## src/rtl/traffic_pkg.sv

```systemverilog
`default_nettype none
// ============================================================================
// Module      : traffic_pkg
// Description : Shared constants for the intersection sequencer: 3-bit state
//               encodings, one-hot lamp codes {red,yellow,green} and the
//               default phase durations (in enable ticks).
// Revision    : 1.0 - initial release
// ============================================================================
package traffic_pkg;

    // FSM state encodings; 3'd6 and 3'd7 are unreachable.
    localparam logic [2:0] c_ST_ALL_RED_A   = 3'd0;
    localparam logic [2:0] c_ST_MAIN_GREEN  = 3'd1;
    localparam logic [2:0] c_ST_MAIN_YELLOW = 3'd2;
    localparam logic [2:0] c_ST_ALL_RED_B   = 3'd3;
    localparam logic [2:0] c_ST_SIDE_GREEN  = 3'd4;
    localparam logic [2:0] c_ST_SIDE_YELLOW = 3'd5;

    // Lamp codes, bit order {red,yellow,green}
    localparam logic [2:0] c_RED = 3'b100;
    localparam logic [2:0] c_YEL = 3'b010;
    localparam logic [2:0] c_GRN = 3'b001;

    // Default durations in enable ticks
    localparam int c_DEF_GREEN_MAIN = 20;
    localparam int c_DEF_GREEN_SIDE = 10;
    localparam int c_DEF_YELLOW     = 3;
    localparam int c_DEF_ALL_RED    = 1;
    localparam int c_DEF_CNT_W      = 8;

endpackage : traffic_pkg
`default_nettype wire

```

## src/rtl/phase_timer.sv

```systemverilog
`default_nettype none
// ============================================================================
// Module      : phase_timer
// Description : Tick counter for one phase. Clears synchronously, increments
//               only on enable ticks, saturates at i_last (= DUR-1) and flags
//               o_done on the tick that completes the phase.
// Ports       : clk, rst_n (async active-low), i_clear, i_tick,
//               i_last[CNT_W-1:0], o_done
// Revision    : 1.0 - initial release
// ============================================================================
module phase_timer #(
    parameter int CNT_W = 8
) (
    input  logic             clk,
    input  logic             rst_n,
    input  logic             i_clear,
    input  logic             i_tick,
    input  logic [CNT_W-1:0] i_last,
    output logic             o_done
);

    logic [CNT_W-1:0] r_count;

    always_ff @(posedge clk or negedge rst_n) begin
        if (!rst_n) begin
            r_count <= '0;
        end else if (i_clear) begin
            r_count <= '0;
        end else if (i_tick && (r_count < i_last)) begin
            // Saturation lets a held phase (main green, no request) park at
            // DUR-1 so the next tick with a request exits immediately.
            r_count <= r_count + 1'b1;
        end
    end

    assign o_done = i_tick && (r_count == i_last);

endmodule : phase_timer
`default_nettype wire

```

## src/rtl/traffic_light_fsm.sv

```systemverilog
`default_nettype none
// ============================================================================
// Module      : traffic_light_fsm
// Description : Intersection sequencer timed by a one-cycle enable tick.
//               Cycles main/side phases with yellow and all-red clearance;
//               the side phase is granted only when a request is pending.
// Ports       : clk, reset (async active-low), enable (time-base tick),
//               side_sensor, ped_button -> main_light[2:0], side_light[2:0],
//               walk, state_out[2:0]
// Revision    : 1.0 - initial release
// ============================================================================
module traffic_light_fsm
    import traffic_pkg::*;
#(
    parameter int GREEN_MAIN = c_DEF_GREEN_MAIN,
    parameter int GREEN_SIDE = c_DEF_GREEN_SIDE,
    parameter int YELLOW     = c_DEF_YELLOW,
    parameter int ALL_RED    = c_DEF_ALL_RED,
    parameter int CNT_W      = c_DEF_CNT_W
) (
    input  logic       clk,
    input  logic       reset,
    input  logic       enable,
    input  logic       side_sensor,
    input  logic       ped_button,
    output logic [2:0] main_light,
    output logic [2:0] side_light,
    output logic       walk,
    output logic [2:0] state_out
);

    localparam logic [CNT_W-1:0] c_LAST_GM = CNT_W'(GREEN_MAIN - 1);
    localparam logic [CNT_W-1:0] c_LAST_GS = CNT_W'(GREEN_SIDE - 1);
    localparam logic [CNT_W-1:0] c_LAST_YL = CNT_W'(YELLOW - 1);
    localparam logic [CNT_W-1:0] c_LAST_AR = CNT_W'(ALL_RED - 1);

    logic [2:0]       r_state;
    logic [2:0]       w_next;
    logic             r_req;
    logic             r_ped;
    logic             r_walk_en;
    logic [CNT_W-1:0] w_last;
    logic             w_done;
    logic             w_state_chg;
    logic             w_enter_sg;

    // Terminal count for the phase currently being timed
    always_comb begin
        w_last = c_LAST_AR;
        case (r_state)
            c_ST_MAIN_GREEN:  w_last = c_LAST_GM;
            c_ST_MAIN_YELLOW: w_last = c_LAST_YL;
            c_ST_SIDE_GREEN:  w_last = c_LAST_GS;
            c_ST_SIDE_YELLOW: w_last = c_LAST_YL;
            default:          w_last = c_LAST_AR;
        endcase
    end

    phase_timer #(
        .CNT_W (CNT_W)
    ) u_phase_timer (
        .clk     (clk),
        .rst_n   (reset),
        .i_clear (w_state_chg),
        .i_tick  (enable),
        .i_last  (w_last),
        .o_done  (w_done)
    );

    always_comb begin
        w_next = r_state;
        case (r_state)
            c_ST_ALL_RED_A:   if (w_done)          w_next = c_ST_MAIN_GREEN;
            c_ST_MAIN_GREEN:  if (w_done && r_req) w_next = c_ST_MAIN_YELLOW;
            c_ST_MAIN_YELLOW: if (w_done)          w_next = c_ST_ALL_RED_B;
            c_ST_ALL_RED_B:   if (w_done)          w_next = c_ST_SIDE_GREEN;
            c_ST_SIDE_GREEN:  if (w_done)          w_next = c_ST_SIDE_YELLOW;
            c_ST_SIDE_YELLOW: if (w_done)          w_next = c_ST_ALL_RED_A;
            default:                               w_next = c_ST_ALL_RED_A;
        endcase
    end

    assign w_state_chg = (w_next != r_state);
    assign w_enter_sg  = w_state_chg && (w_next == c_ST_SIDE_GREEN);

    always_ff @(posedge clk or negedge reset) begin
        if (!reset) begin
            r_state   <= c_ST_ALL_RED_A;
            r_req     <= 1'b0;
            r_ped     <= 1'b0;
            r_walk_en <= 1'b0;
        end else begin
            r_state <= w_next;
            // A request arriving on the entry edge survives (set wins) so
            // it is served in the following cycle.
            r_req   <= side_sensor | ped_button | (r_req & ~w_enter_sg);
            r_ped   <= ped_button | (r_ped & ~w_enter_sg);
            if (w_enter_sg) begin
                r_walk_en <= r_ped;
            end
        end
    end

    // Moore lamp decode from registered state only
    always_comb begin
        main_light = c_RED;
        side_light = c_RED;
        case (r_state)
            c_ST_MAIN_GREEN:  main_light = c_GRN;
            c_ST_MAIN_YELLOW: main_light = c_YEL;
            c_ST_SIDE_GREEN:  side_light = c_GRN;
            c_ST_SIDE_YELLOW: side_light = c_YEL;
            default: begin
                main_light = c_RED;
                side_light = c_RED;
            end
        endcase
    end

    assign walk      = r_walk_en && (r_state == c_ST_SIDE_GREEN);
    assign state_out = r_state;

endmodule : traffic_light_fsm
`default_nettype wire
```

## config.mk

```make
export PLATFORM = sky130hd
export DESIGN_NAME = traffic_light_fsm
export DESIGN_NICKNAME = d
export VERILOG_FILES = /design/src/rtl/traffic_pkg.sv /design/src/rtl/phase_timer.sv /design/src/rtl/traffic_light_fsm.sv
export SDC_FILE = /design/constraint.sdc
export NUM_CORES = 1
export LEC_CHECK = 0
export ABC_AREA = 1
export CAP_MARGIN = 20
export CELL_PAD_IN_SITES_DETAIL_PLACEMENT = 0
export CELL_PAD_IN_SITES_GLOBAL_PLACEMENT = 1
export CORE_UTILIZATION = 41
export DETAILED_ROUTE_END_ITERATION = 10
export PLACE_DENSITY_LB_ADDON = 0.1
export SETUP_SLACK_MARGIN = 0.2
export SYNTH_ARGS = -nofsm -noshare
export SYNTH_HDL_FRONTEND = slang
export SYNTH_HIERARCHICAL = 1
export SYNTH_SLANG_ARGS = --single-unit
```

## constraint.sdc

```tcl
create_clock -name clk -period 6.7 [get_ports clk]
set_clock_uncertainty 0.1 [all_clocks]
set_input_delay 1.675 -clock clk [delete_from_list [all_inputs] [get_ports clk]]
set_output_delay 1.675 -clock clk [all_outputs]
set_load 0.02 [all_outputs]
```

-- Word-level counts from Yosys, hierarchy flattened
Index checks and enable logic that the tools add are counted.
- register bits: 14
- output and inout bits: 10
- logic and storage cells: 41
- add/subtract/negate cells: 1
- magnitude comparators: 1
- equal/unequal tests: 8
- mux-type cells: 12
- bitwise operators: 6
- reductions and logical operators: 8
- operator list (cell ; count):
    $mux W3 ; 6
    $pmux W3 S6 ; 1
    $mux W8 ; 2
    $pmux W5 S3 ; 1
    $pmux W3 S2 ; 2
    $eq A3 B3 Y1 const B ; 3
    $add A8 B1 Y8 const B ; 1
    $eq A8 B5 Y1 ; 1
    $lt A8 B5 Y1 ; 1
    $eq A3 B2 Y1 const B ; 2
    $logic_and A1 B1 Y1 ; 5
    $eq A3 B1 Y1 const B ; 1
    $logic_not A3 Y1 ; 1
    $ne A3 B3 Y1 ; 1
    $or A1 B1 Y1 ; 3
    $and A1 B1 Y1 ; 2
    $reduce_bool A2 Y1 ; 1
    $reduce_or A2 Y1 ; 1
    $not A1 Y1 ; 1

-- Longest topological paths before layout
Gate-level depths: netlist of the first run.
- depth after elaboration: 13
- mapped depth: 20
- depth with buffers taken out: 20

-- Cells and area by module
The synthesis of the first run kept the hierarchy.
- modules (own cells, without submodules) (module ; times used ; cells each ; area each (µm²) ; seq. area each (µm²)):
    phase_timer ; 1 ; 108 ; 728.2 ; 200.2
    traffic_light_fsm ; 1 ; 53 ; 355.3 ; 150.1

-- Least setup slack after synthesis of the first run
No wires, ideal clock.
- path kind: input-to-reg
- start: in enable
- end: reg u_phase_timer.r_count[2]
- setup time: 0.118 ns
- data arrival time: 2.963 ns
- data required time: 6.482 ns
- slack: 3.519 ns
- cell stages on the path: 12
- buffers on the path: 1
- cell sequence: nand4_1 > nor3_1 > nand2_1 > nand3_1 > nand2_1 > nand2_1 > nand2_1 > nand3_1 > inv_1 > buf_2 > nand4_1 > nand2_1
- cells in the longest elaborated chain, start to end: 6
- elaborated cells on any way between the ends: 13
- classes of those cells: eq/ne: 1; mux: 8; reduce/logical: 4
- ends and longest elaborated chain (item ; line ; source):
    from (decl) ; traffic_light_fsm.sv:23 ; input logic enable,
    $logic_and A1 B1 Y1 * ; phase_timer.sv:36 ; assign o_done = i_tick && (r_count == i_last);
    named net w_done ; traffic_light_fsm.sv:43 ; logic w_done;
    $logic_and A1 B1 Y1 ; traffic_light_fsm.sv:74 ; c_ST_MAIN_GREEN: if (w_done && r_req) w_next = c_ST_MAIN_YELLOW;
    $mux W3 ; traffic_light_fsm.sv:74 ;
    $pmux W3 S6 * ; traffic_light_fsm.sv:72 ; case (r_state)
    $ne A3 B3 Y1 * ; traffic_light_fsm.sv:83 ; assign w_state_chg = (w_next != r_state);
    named net w_state_chg ; traffic_light_fsm.sv:44 ; logic w_state_chg;
    $mux W8 / $reduce_bool A2 Y1 (equally long branches) ; -- ;
    to (signal assigned) ; phase_timer.sv:32 ; r_count <= r_count + 1'b1;
    to (decl) ; phase_timer.sv:22 ; logic [CNT_W-1:0] r_count;
The timed path passes the listed nets; every way through them passes the cells marked *.
A chain may end at the register's enable or synchronous reset.

-- Final worst setup path of the first run
- start: in enable
- end: reg u_phase_timer.r_count[3]
Same word-level chain as after synthesis.

==> reports/metrics.cfg, run 1 <==
[global_route]
grt_usage_pct = 17.96
grt_max_degree = 15
antenna_found_initial = 0
grt-ovfl-total = 0
grt_pass1_wl_um = 3726
grt_pass1_vias = 879

[routing]
drc = 0
dr.pass1.iters = 4
viasPerCell = 4.842
wire_per_inst_um = 10.82
drtIter0Drc = 20
vias = 1012
routed_wl_um = 2261
detail-route-antenna-nets = 0

[final_layout]
area_growth_pct = 18.94
diodes = 0
fill_cells = 254
multiInputGateArea_um2 = 615.6
finalNetCount = 194
drive_gt1_share_pct = 6.704
seqCellArea_um2 = 350.3

[clock_network]
cts_resized = 0
cts_sinks = 14
cts_hold_buf = 0
cts_buffer_depth = 2
cts_root_buffer = clkbuf_4
clock_latency_ns = 0.27
clk_pin_slew_ns = 0.08
cts_tree = done
cts_setup_buffers = 0
cts_buffers = 3
htree_levels = 1

[timing]
min_period_ns = 3.653
worstMarginPinSlew_ns = 0.6009
slew_violations = 0
setup_viol = 0
hold_viol_final = 0
min_period_over_period_pct = 54.52
maxSlewHeadroom_pct = 59.82
rsz0062_at_grt = no
fmax_ghz = 0.2738
fin_tns_setup_ns = 0

[setup_path]
reg2reg_slack_ns = 3.65
critPathLaunchType = input pin
critPathArrivalTime_ns = 3.76
r2r_end = u_phase_timer/r_count[3]$_DFFE_PN0P_
r2r_cells = 17
crit_path_max_fanout = 13
required_ns = 6.81
r2r_start = state_out[2]$_DFF_PN0_
end_kind = flop
path_class = input pin to flop

[floorplan]
core_area_mm2 = 0.002477
design.die.area_mm2 = 0.002852
die_h_um = 53.41
io_pins = 15
die_x_um = 53.41
initial_core_util_pct = 43.74
num_rows = 18

[worst_hold_path]
min_path_type = flop to flop
worstHoldStart = r_ped$_DFF_PN0_
min_to = r_ped$_DFF_PN0_
holdPathStages = 1

[synthesis]
synth_top_area_cell = dfrtp_1
synth_edf_count = 0
yosysUniqueCellTypes = 21
ys_seq_elements = 14
syn_area_per_cell_um2 = 6.730
async_flop_share_pct = 100.0
synth_area_leaders = dfrtp_1 32%, nand2_1 16%, ha_1 10%
syn_inst = 161
synth.yosys.seq_area_share_pct = 32.33
synth_ff_type = dfrtp_1
yosys.area.top_type_share_pct = 32.33
syn_area_mm2 = 0.001084
yosys_warnings = 6

[power_and_ir_drop]
power_density_mw_per_mm2 = 297.9
ir_drop_v = 0.0001761
power_uw = 383.9
p_leak_nw = 0.6603

[outcome]
status = finished clean

[placement]
place_hpwl_um = 1768
gp_congestion = 0.8312
io_buffers = 14

[flow_run]
drv_cap = 0

-- placed cells by master (no fill, tap or decap), types with 4 or more instances in the layout --
master           Yosys  final
ha_1                 9      9
inv_1               28     28
conb_1               1      4
nand4_1              5      5
nor2_1              14     14
dfrtp_1             14     14
o21ai_0              4      4
nand3_1             17     17
nor3_1               5      5
clkdlybuf4s50_1      0     14
nand2_1             47     47
-- layout make-up --
| class | count | area share (%) |
|---|---|---|
| repair buffers | 14 | 10.87 |
| well taps | 30 | 2.913 |
| multi-input cells | 118 | 47.77 |
| clock buffers | 4 | 2.816 |
| inverters | 29 | 8.447 |
| flip-flops and latches | 14 | 27.18 |
-- Yosys cell counts (2+ instances only) --
| cell | number |
|---|---|
| a21oi_1 | 3 |
| buf_4 | 2 |
| nor2_1 | 14 |
| nand2_2 | 2 |
| nand2_4 | 2 |
| dfrtp_1 | 14 |
| nand4_1 | 5 |
| nor2_2 | 2 |
| nand3_1 | 17 |
| ha_1 | 9 |
| inv_1 | 28 |
| nand2_1 | 47 |
| nor3_1 | 5 |
| o21ai_0 | 4 |
-- cells by family after synthesis --
| kind of cell | synth area share (%) |
|---|---|
| and+or+nand+nor | 40.30 |
| other | 0.3461 |
| AOI/OAI and AO/OA | 3.926 |
| buffers and inverters | 11.89 |
| xor gates and xnor gates | 0.8085 |
| DFF | 32.33 |
| adders and majority gates | 10.39 |
-- where the power goes --
| group | internal (mW) | switching [mW] |
|---|---|---|
| combinational | 0.0742 | 0.104 |
| sequential | 0.108 | 0.0389 |
| clock | 0.0330 | 0.0253 |
-- metal layers --
layer,vias to the layer above,track usage (%),part of all wire [%]
met5,-,0,0
met4,0,7.018,0.71
met3,2,1.437,4.0
met2,21,27.29,43
met1,451,25.93,52
li1,538,-,-
-- registers in the layout, indices dropped and copies added (netlist names) --
signal	cells
u_phase_timer/r_count	8
state_out	3
r_ped	1
r_req	1
r_walk_en	1
-- per-stage QoR --
| step | hold WS (ns) | utilization (%) | setup slack, ns | cell area, um2 | instances |
|---|---|---|---|---|---|
| after floorplan | 0.3418 | - | 3.519 | 1095 | 164 |
| after global placement | 0.3642 | 50.56 | 2.835 | 1252 | 205 |
| after detailed placement | 0.3685 | 50.56 | 2.756 | 1252 | 205 |
| after CTS | 0.3884 | 52.02 | 3.036 | 1289 | 209 |
| after global routing | 0.4165 | 52.02 | 2.864 | 1289 | 209 |
| final | 0.3820 | 52.02 | 3.047 | 1289 | 209 |
-- how the worst max path moves through the flow --
stage	startpoint	endpoint	cells after the start
after floorplan	enable	u_phase_timer/r_count[2]$_DFFE_PN0P_	12
after global placement	enable	u_phase_timer/r_count[6]$_DFFE_PN0P_	12
after detailed placement	enable	u_phase_timer/r_count[6]$_DFFE_PN0P_	12
after CTS	enable	u_phase_timer/r_count[3]$_DFFE_PN0P_	11
after global routing	enable	u_phase_timer/r_count[4]$_DFFE_PN0P_	12
final	enable	u_phase_timer/r_count[3]$_DFFE_PN0P_	11
-- critical path: stages --
cell	delay (ns)
clkdlybuf4s50_1	0.48
nand4_1	0.10
nor3_1	0.28
nand2_1	0.18
nand3_1	0.11
nand2_1	0.06
nand3_1	0.07
nand3_1	0.16
inv_1	0.37
nand4_1	0.17
nand2_1	0.10
Power figures use the tool's default switching activity.
==> run 2: changes to the inputs <==
- CORE_UTILIZATION: 41 -> 38
- clock period: 6.7 -> 3.37 ns (I/O delays scaled with it)
==> reports/metrics.cfg, run 2 (synthesis gave the netlist of run 1 again) <==
[timing]
slew_violations = 0  ; unchanged
fmax_ghz = 0.3496
setup_viol = 0  ; unchanged
worstMarginPinSlew_ns = 0.6361  ; was 0.6009 ns
rsz0062_at_grt = no  ; unchanged
maxSlewHeadroom_pct = 57.46  ; was 59.82%
fin_tns_setup_ns = 0  ; unchanged
min_period_ns = 2.861
min_period_over_period_pct = 84.89
hold_viol_final = 0  ; unchanged

[clock_network]
cts_setup_buffers = 0  ; unchanged
htree_levels = 1  ; unchanged
cts_tree = done  ; unchanged
cts_sinks = 14  ; unchanged
cts_buffer_depth = 2  ; unchanged
cts_hold_buf = 0  ; unchanged
clk_pin_slew_ns = 0.09  ; was 0.08 ns
clock_latency_ns = 0.29  ; was 0.27 ns
cts_buffers = 3  ; unchanged
cts_resized = 0  ; unchanged
cts_root_buffer = clkbuf_4  ; unchanged

[floorplan]
die_x_um = 55.40  ; was 53.41 um
io_pins = 15  ; unchanged
initial_core_util_pct = 39.63  ; was 43.74%
core_area_mm2 = 0.002734  ; was 0.002477 mm2
num_rows = 19  ; was 18
die_h_um = 55.40  ; was 53.41 um
design.die.area_mm2 = 0.003069  ; was 0.002852 mm2

[setup_path]
worstPathCellList = inv_1, nand2_2, o21ai_1, inv_1, o21ai_0, inv_1, ha_1, nand4_1, nor3_2, nand2_2, nand3_1, nand2_1, nand2_1, nand2_1, nand3_4, clkinvlp_4, nand4_1, nand2_1  ; was clkdlybuf4s50_1, nand4_1, nor3_1, nand2_1, nand3_1, nand2_1, nand3_1, nand3_1, inv_1, nand4_1, nand2_1
r2r_start = state_out[2]$_DFF_PN0_  ; unchanged
cp_top_family = simple AND/OR/NAND/NOR gates  ; unchanged
path_class = flop to flop  ; was input pin to flop
reg2reg_slack_ns = 0.51  ; was 3.65 ns
crit_path_frequent_cell = nand2_1
critPathMaxStageDelay_ns = 0.45  ; was 0.48 ns
crit_path_max_fanout = 7  ; was 13
crit_buf_inv = 4  ; was 2
required_ns = 3.45  ; was 6.81 ns
cp_slowest_cell = dfrtp_2  ; was clkdlybuf4s50_1
critPathArrivalTime_ns = 2.94  ; was 3.76 ns
critPathLaunch = state_out[2]$_DFF_PN0_  ; was enable
cp.depth = 18  ; was 11
critPathLaunchType = flop  ; was input pin
r2r_cells = 18  ; was 17
end_kind = flop  ; unchanged

[placement]
placed_cells = 206  ; was 205
io_buffers = 14  ; unchanged
place_hpwl_um = 1919  ; was 1768 um
gp_congestion = 0.8151  ; was 0.8312

[final_layout]
largest_reg_flops = 8  ; unchanged
regMostFlops = u_phase_timer/r_count  ; unchanged
final_cell_mix = 45 x nand2_1, 27 x inv_1, 15 x nand3_1  ; was 47 x nand2_1, 28 x inv_1, 17 x nand3_1
final_common_cell = nand2_1  ; unchanged
diodes = 0  ; unchanged
drive_gt1_share_pct = 12.22  ; was 6.704%
area_growth_pct = 23.56  ; was 18.94%
fin_util_pct = 48.97  ; was 52.02%
finalNetCount = 195  ; was 194
stdcell_count = 211  ; was 209

[outcome]
status = finished clean  ; unchanged

[global_route]
grt_pass1_vias = 986  ; was 879
grt_usage_pct = 18.06  ; was 17.96%
grt_pass1_wl_um = 4340  ; was 3726 um
antenna_found_initial = 0  ; unchanged
grt_max_degree = 15  ; unchanged
grt-ovfl-total = 0  ; unchanged

[power_and_ir_drop]
ir_drop_v = 0.0004809  ; was 0.0001761 V
p_leak_nw = 0.6745  ; was 0.6603 nW
power_density_mw_per_mm2 = 587.0  ; was 297.9 mW/mm2
power_uw = 785.9  ; was 383.9 uW

[flow_run]
drv_cap = 0  ; unchanged

[routing]
routed_wl_um = 2461  ; was 2261 um
vias = 1044  ; was 1012
drtIter0Drc = 29  ; was 20
drc = 0  ; unchanged
detail-route-antenna-nets = 0  ; unchanged
wire_per_inst_um = 11.66  ; was 10.82 um
dr.pass1.iters = 7  ; was 4
viasPerCell = 4.948  ; was 4.842

[worst_hold_path]
min_path_type = flop to flop  ; unchanged
worstHoldStart = r_ped$_DFF_PN0_  ; unchanged
holdPathStages = 1  ; unchanged

-- run 2: stage by stage --
step | hold slack [ns] | setup slack [ns] | cell area, um2
after global placement | 0.3652 | 0.3505 | 1254
after floorplan | 0.3418 | 0.4871 | 1095
after detailed placement | 0.3776 | 0.2712 | 1254
after CTS | 0.3974 | 0.2554 | 1290
after global routing | 0.4239 | 0.1765 | 1339
final | 0.3885 | 0.5092 | 1339
-- run 2: report_power, final --
group,internal [mW],switching [mW],total [mW]
Sequential,0.215,0.0774,0.293
Clock,0.0658,0.0574,0.123
Combinational,0.152,0.218,0.370
-- run 2: path summary, 6_finish.rpt --
path,to
max,u_phase_timer/r_count[1]$_DFFE_PN0P_
max reg2reg,u_phase_timer/r_count[1]$_DFFE_PN0P_
max in group asynchronous,state_out[2]$_DFF_PN0_
min,r_ped$_DFF_PN0_
min reg2reg,r_ped$_DFF_PN0_
min in group asynchronous,u_phase_timer/r_count[2]$_DFFE_PN0P_
-- run 2: layout make-up --
| cell class | count | area (um2) |
|---|---|---|
| clock buffers | 4 | 36.28 |
| fillers | 287 | 1395 |
| inverters | 29 | 112.6 |
| multi-input cells | 118 | 650.6 |
| flip-flops and latches | 14 | 352.8 |
| well taps | 31 | 38.79 |
| repair buffers | 14 | 140.1 |
| repair inverters | 1 | 7.507 |
-- run 2: per-layer routing --
metal,up-vias,GRT usage [%],part of all wire [%]
met5,-,0,0
met4,0,8.571,2.0
met3,5,2.576,2.4
met2,17,27.54,45
met1,478,25.15,51
li1,544,-,-
==> run 3: changes to the inputs <==
- CORE_UTILIZATION: 38 -> 34
- clock period: 3.37 -> 2.5 ns (I/O delays scaled with it)
==> reports/metrics.cfg, run 3 (synthesis gave the netlist of run 1 again) <==
[routing]
vias = 1139  ; was 1044
dr.pass1.iters = 5  ; was 7
drc = 0  ; unchanged
detail-route-antenna-nets = 0  ; unchanged
drtIter0Drc = 33  ; was 29
wire_per_inst_um = 11.09  ; was 11.66 um
routed_wl_um = 2862  ; was 2461 um
viasPerCell = 4.415  ; was 4.948

[outcome]
status = finished with violations  ; was finished clean
violations = setup timing

[clock_network]
cts_buffer_depth = 2  ; unchanged
cts_buffers = 3  ; unchanged
clock_latency_ns = 0.28  ; was 0.29 ns
cts_hold_buf = 0  ; unchanged
cts_sinks = 14  ; unchanged
htree_levels = 1  ; unchanged
cts_tree = done  ; unchanged
clk_pin_slew_ns = 0.09  ; about the same
cts_root_buffer = clkbuf_4  ; unchanged

[timing]
min_period_over_period_pct = 103.0  ; was 84.89%
worstMarginPinSlew_ns = 0.6811  ; was 0.6361 ns
min_period_ns = 2.575  ; was 2.861 ns
rsz0062_at_grt = yes  ; was no
setup_viol = 9  ; was 0
fmax_ghz = 0.3884  ; was 0.3496 GHz
hold_viol_final = 0  ; unchanged
slew_violations = 0  ; unchanged
fin_tns_setup_ns = -0.4843  ; was 0 ns
maxSlewHeadroom_pct = 54.45  ; was 57.46%
setup_ws_ns = -0.07469  ; was 0.5092 ns

[power_and_ir_drop]
power_mw = 1.227  ; was 785.9 uW
power.switching_uw = 525.5  ; was 352.7 uW
p_leak_nw = 0.8675  ; was 0.6745 nW
power_frac_comb_pct = 55.3  ; was 47.1%
p_int_uw = 701.3  ; was 433.1 uW
ir_drop_v = 0.0003819  ; was 0.0004809 V
seqPwrFrac_pct = 31.2  ; was 37.3%
power_density_mw_per_mm2 = 732.3  ; was 587.0 mW/mm2
p_sw_share_pct = 42.83  ; was 44.88%
clockPowerShare_pct = 13.5  ; was 15.7%

[placement]
dpl_cell_area_mm2 = 0.001450  ; was 0.001254 mm2
io_buffers = 14  ; unchanged
place_hpwl_um = 2054  ; was 1919 um
gp_congestion = 0.8448  ; was 0.8151

[floorplan]
design.die.area_mm2 = 0.003416  ; was 0.003069 mm2
initial_core_util_pct = 35.79  ; was 39.63%
num_rows = 20  ; was 19
core_area_mm2 = 0.003028  ; was 0.002734 mm2
die_x_um = 58.45  ; was 55.40 um
io_pins = 15  ; unchanged
die_h_um = 58.45  ; was 55.40 um

[final_layout]
drive_gt1_share_pct = 37.85  ; was 12.22%
diodes = 0  ; unchanged
regMostFlops = u_phase_timer/r_count  ; unchanged
fill_cells = 298  ; was 287
fin_util_pct = 55.33  ; was 48.97%
final_common_cell = nand2_1  ; unchanged
final_cell_mix = 38 x nand2_1, 33 x buf_4, 21 x inv_1  ; was 45 x nand2_1, 27 x inv_1, 15 x nand3_1
area_growth_pct = 54.62  ; was 23.56%
finalNetCount = 229  ; was 195
largest_reg_flops = 8  ; unchanged
stdcell_area_mm2 = 0.001675  ; was 0.001339 mm2

[setup_path]
cp_slowest_cell = dfrtp_2  ; unchanged
cp_top_family = simple AND/OR/NAND/NOR gates  ; unchanged
end_kind = flop  ; unchanged
critPathArrivalTime_ns = 2.65  ; was 2.94 ns
crit_path_frequent_cell = nand2_2  ; was nand2_1
required_ns = 2.57  ; was 3.45 ns
critPathLaunch = state_out[2]$_DFF_PN0_  ; unchanged
worstPathCellList = inv_2, nand2_2, o21ai_2, inv_2, o21ai_1, inv_1, ha_4, nand4_1, nor3_2, nand2_2, nand3_2, nand2_2, nand2_2, nand2_2, nand3_4, clkinvlp_4, nand3_1, nand2_1  ; was inv_1, nand2_2, o21ai_1, inv_1, o21ai_0, inv_1, ha_1, nand4_1, nor3_2, nand2_2, nand3_1, nand2_1, nand2_1, nand2_1, nand3_4, clkinvlp_4, nand4_1, nand2_1
critPathLaunchType = flop  ; unchanged
critPathMaxStageDelay_ns = 0.43  ; was 0.45 ns
r2r_start = state_out[2]$_DFF_PN0_  ; unchanged
crit_path_max_fanout = 6  ; was 7
crit_buf_inv = 4  ; unchanged
path_class = flop to flop  ; unchanged

[global_route]
grt_max_degree = 15  ; unchanged
grt_pass1_wl_um = 4712  ; was 4340 um
antenna_found_initial = 0  ; unchanged
grt-ovfl-total = 0  ; unchanged
grt_usage_pct = 18.17  ; was 18.06%
grt_pass1_vias = 1030  ; was 986

[worst_hold_path]
min_path_type = flop to flop  ; unchanged
worstHoldStart = r_ped$_DFF_PN0_  ; unchanged

[flow_run]
drv_cap = 0  ; unchanged

==> run 3: area by class of cell <==
cell class              count  area [um2]  share of cell area, %
multi-input cells         118       716.9                  42.79
flip-flops and latches     14       354.1                  21.14
well taps                  44       55.05                  3.286
inverters                  29       113.9                  6.796
clock buffers               4       36.28                  2.166
repair buffers             48       391.6                  23.38
repair inverters            1       7.507                 0.4481
==> run 3: timing repair <==
action,CTS,global route
buffers inserted,8,6
gates cloned,1,0
pin swaps,6,2
hold endpoints to repair,0,0
endpoints found under the setup margin,16,16
gates resized for setup,20,19
==> run 3: worst register-to-register path, delay by kind of cell (launching register included) <==
kind | cells | cell delay [ns]
AOI/OAI and AO/OA | 2 | 0.21
adders and majority gates | 1 | 0.26
buffers and inverters | 4 | 0.37
DFF | 1 | 0.43
and+or+nand+nor | 11 | 1.10
==> run 3: power groups by stage <==
stage / clock, mW / combinational (mW) / sequential, mW
2_1_floorplan: 0 / 0.377 / 0.376
3_3_place_gp: 0 / 0.592 / 0.379
3_5_place_dp: 0 / 0.600 / 0.380
4_1_cts: 0.170 / 0.643 / 0.380
5_1_grt: 0.179 / 0.779 / 0.395
6_report: 0.166 / 0.678 / 0.383
==> run 3: worst paths after layout <==
path                            slack [ns]                              endpoint  cells past startpoint
worst max-delay path                 -0.07  u_phase_timer/r_count[2]$_DFFE_PN0P_                     18
worst min-delay path                  0.40                       r_ped$_DFF_PN0_                      1
worst max register to register       -0.07  u_phase_timer/r_count[2]$_DFFE_PN0P_                     18
worst min register to register        0.40                       r_ped$_DFF_PN0_                      1
max in group asynchronous             1.18                state_out[0]$_DFF_PN0_                      1
min in group asynchronous             0.65                       r_ped$_DFF_PN0_                      1
==> run 3: per-layer routing <==
layer | track usage (%) | part of all wire (%)
met1 | 27.36 | 51
met2 | 27.26 | 45
met3 | 2.198 | 2.7
met4 | 5.102 | 0.66
met5 | 0 | 0
==> run 3: per-stage QoR <==
stage	setup WS, ns	instances	hold slack [ns]
floorplan	-0.06388	164	0.2294
global placement	-0.1098	239	0.3652
detailed placement	-0.1346	239	0.3774
CTS	-0.04616	252	0.3982
global route	-0.2819	258	0.4184
finish	-0.07469	258	0.3959
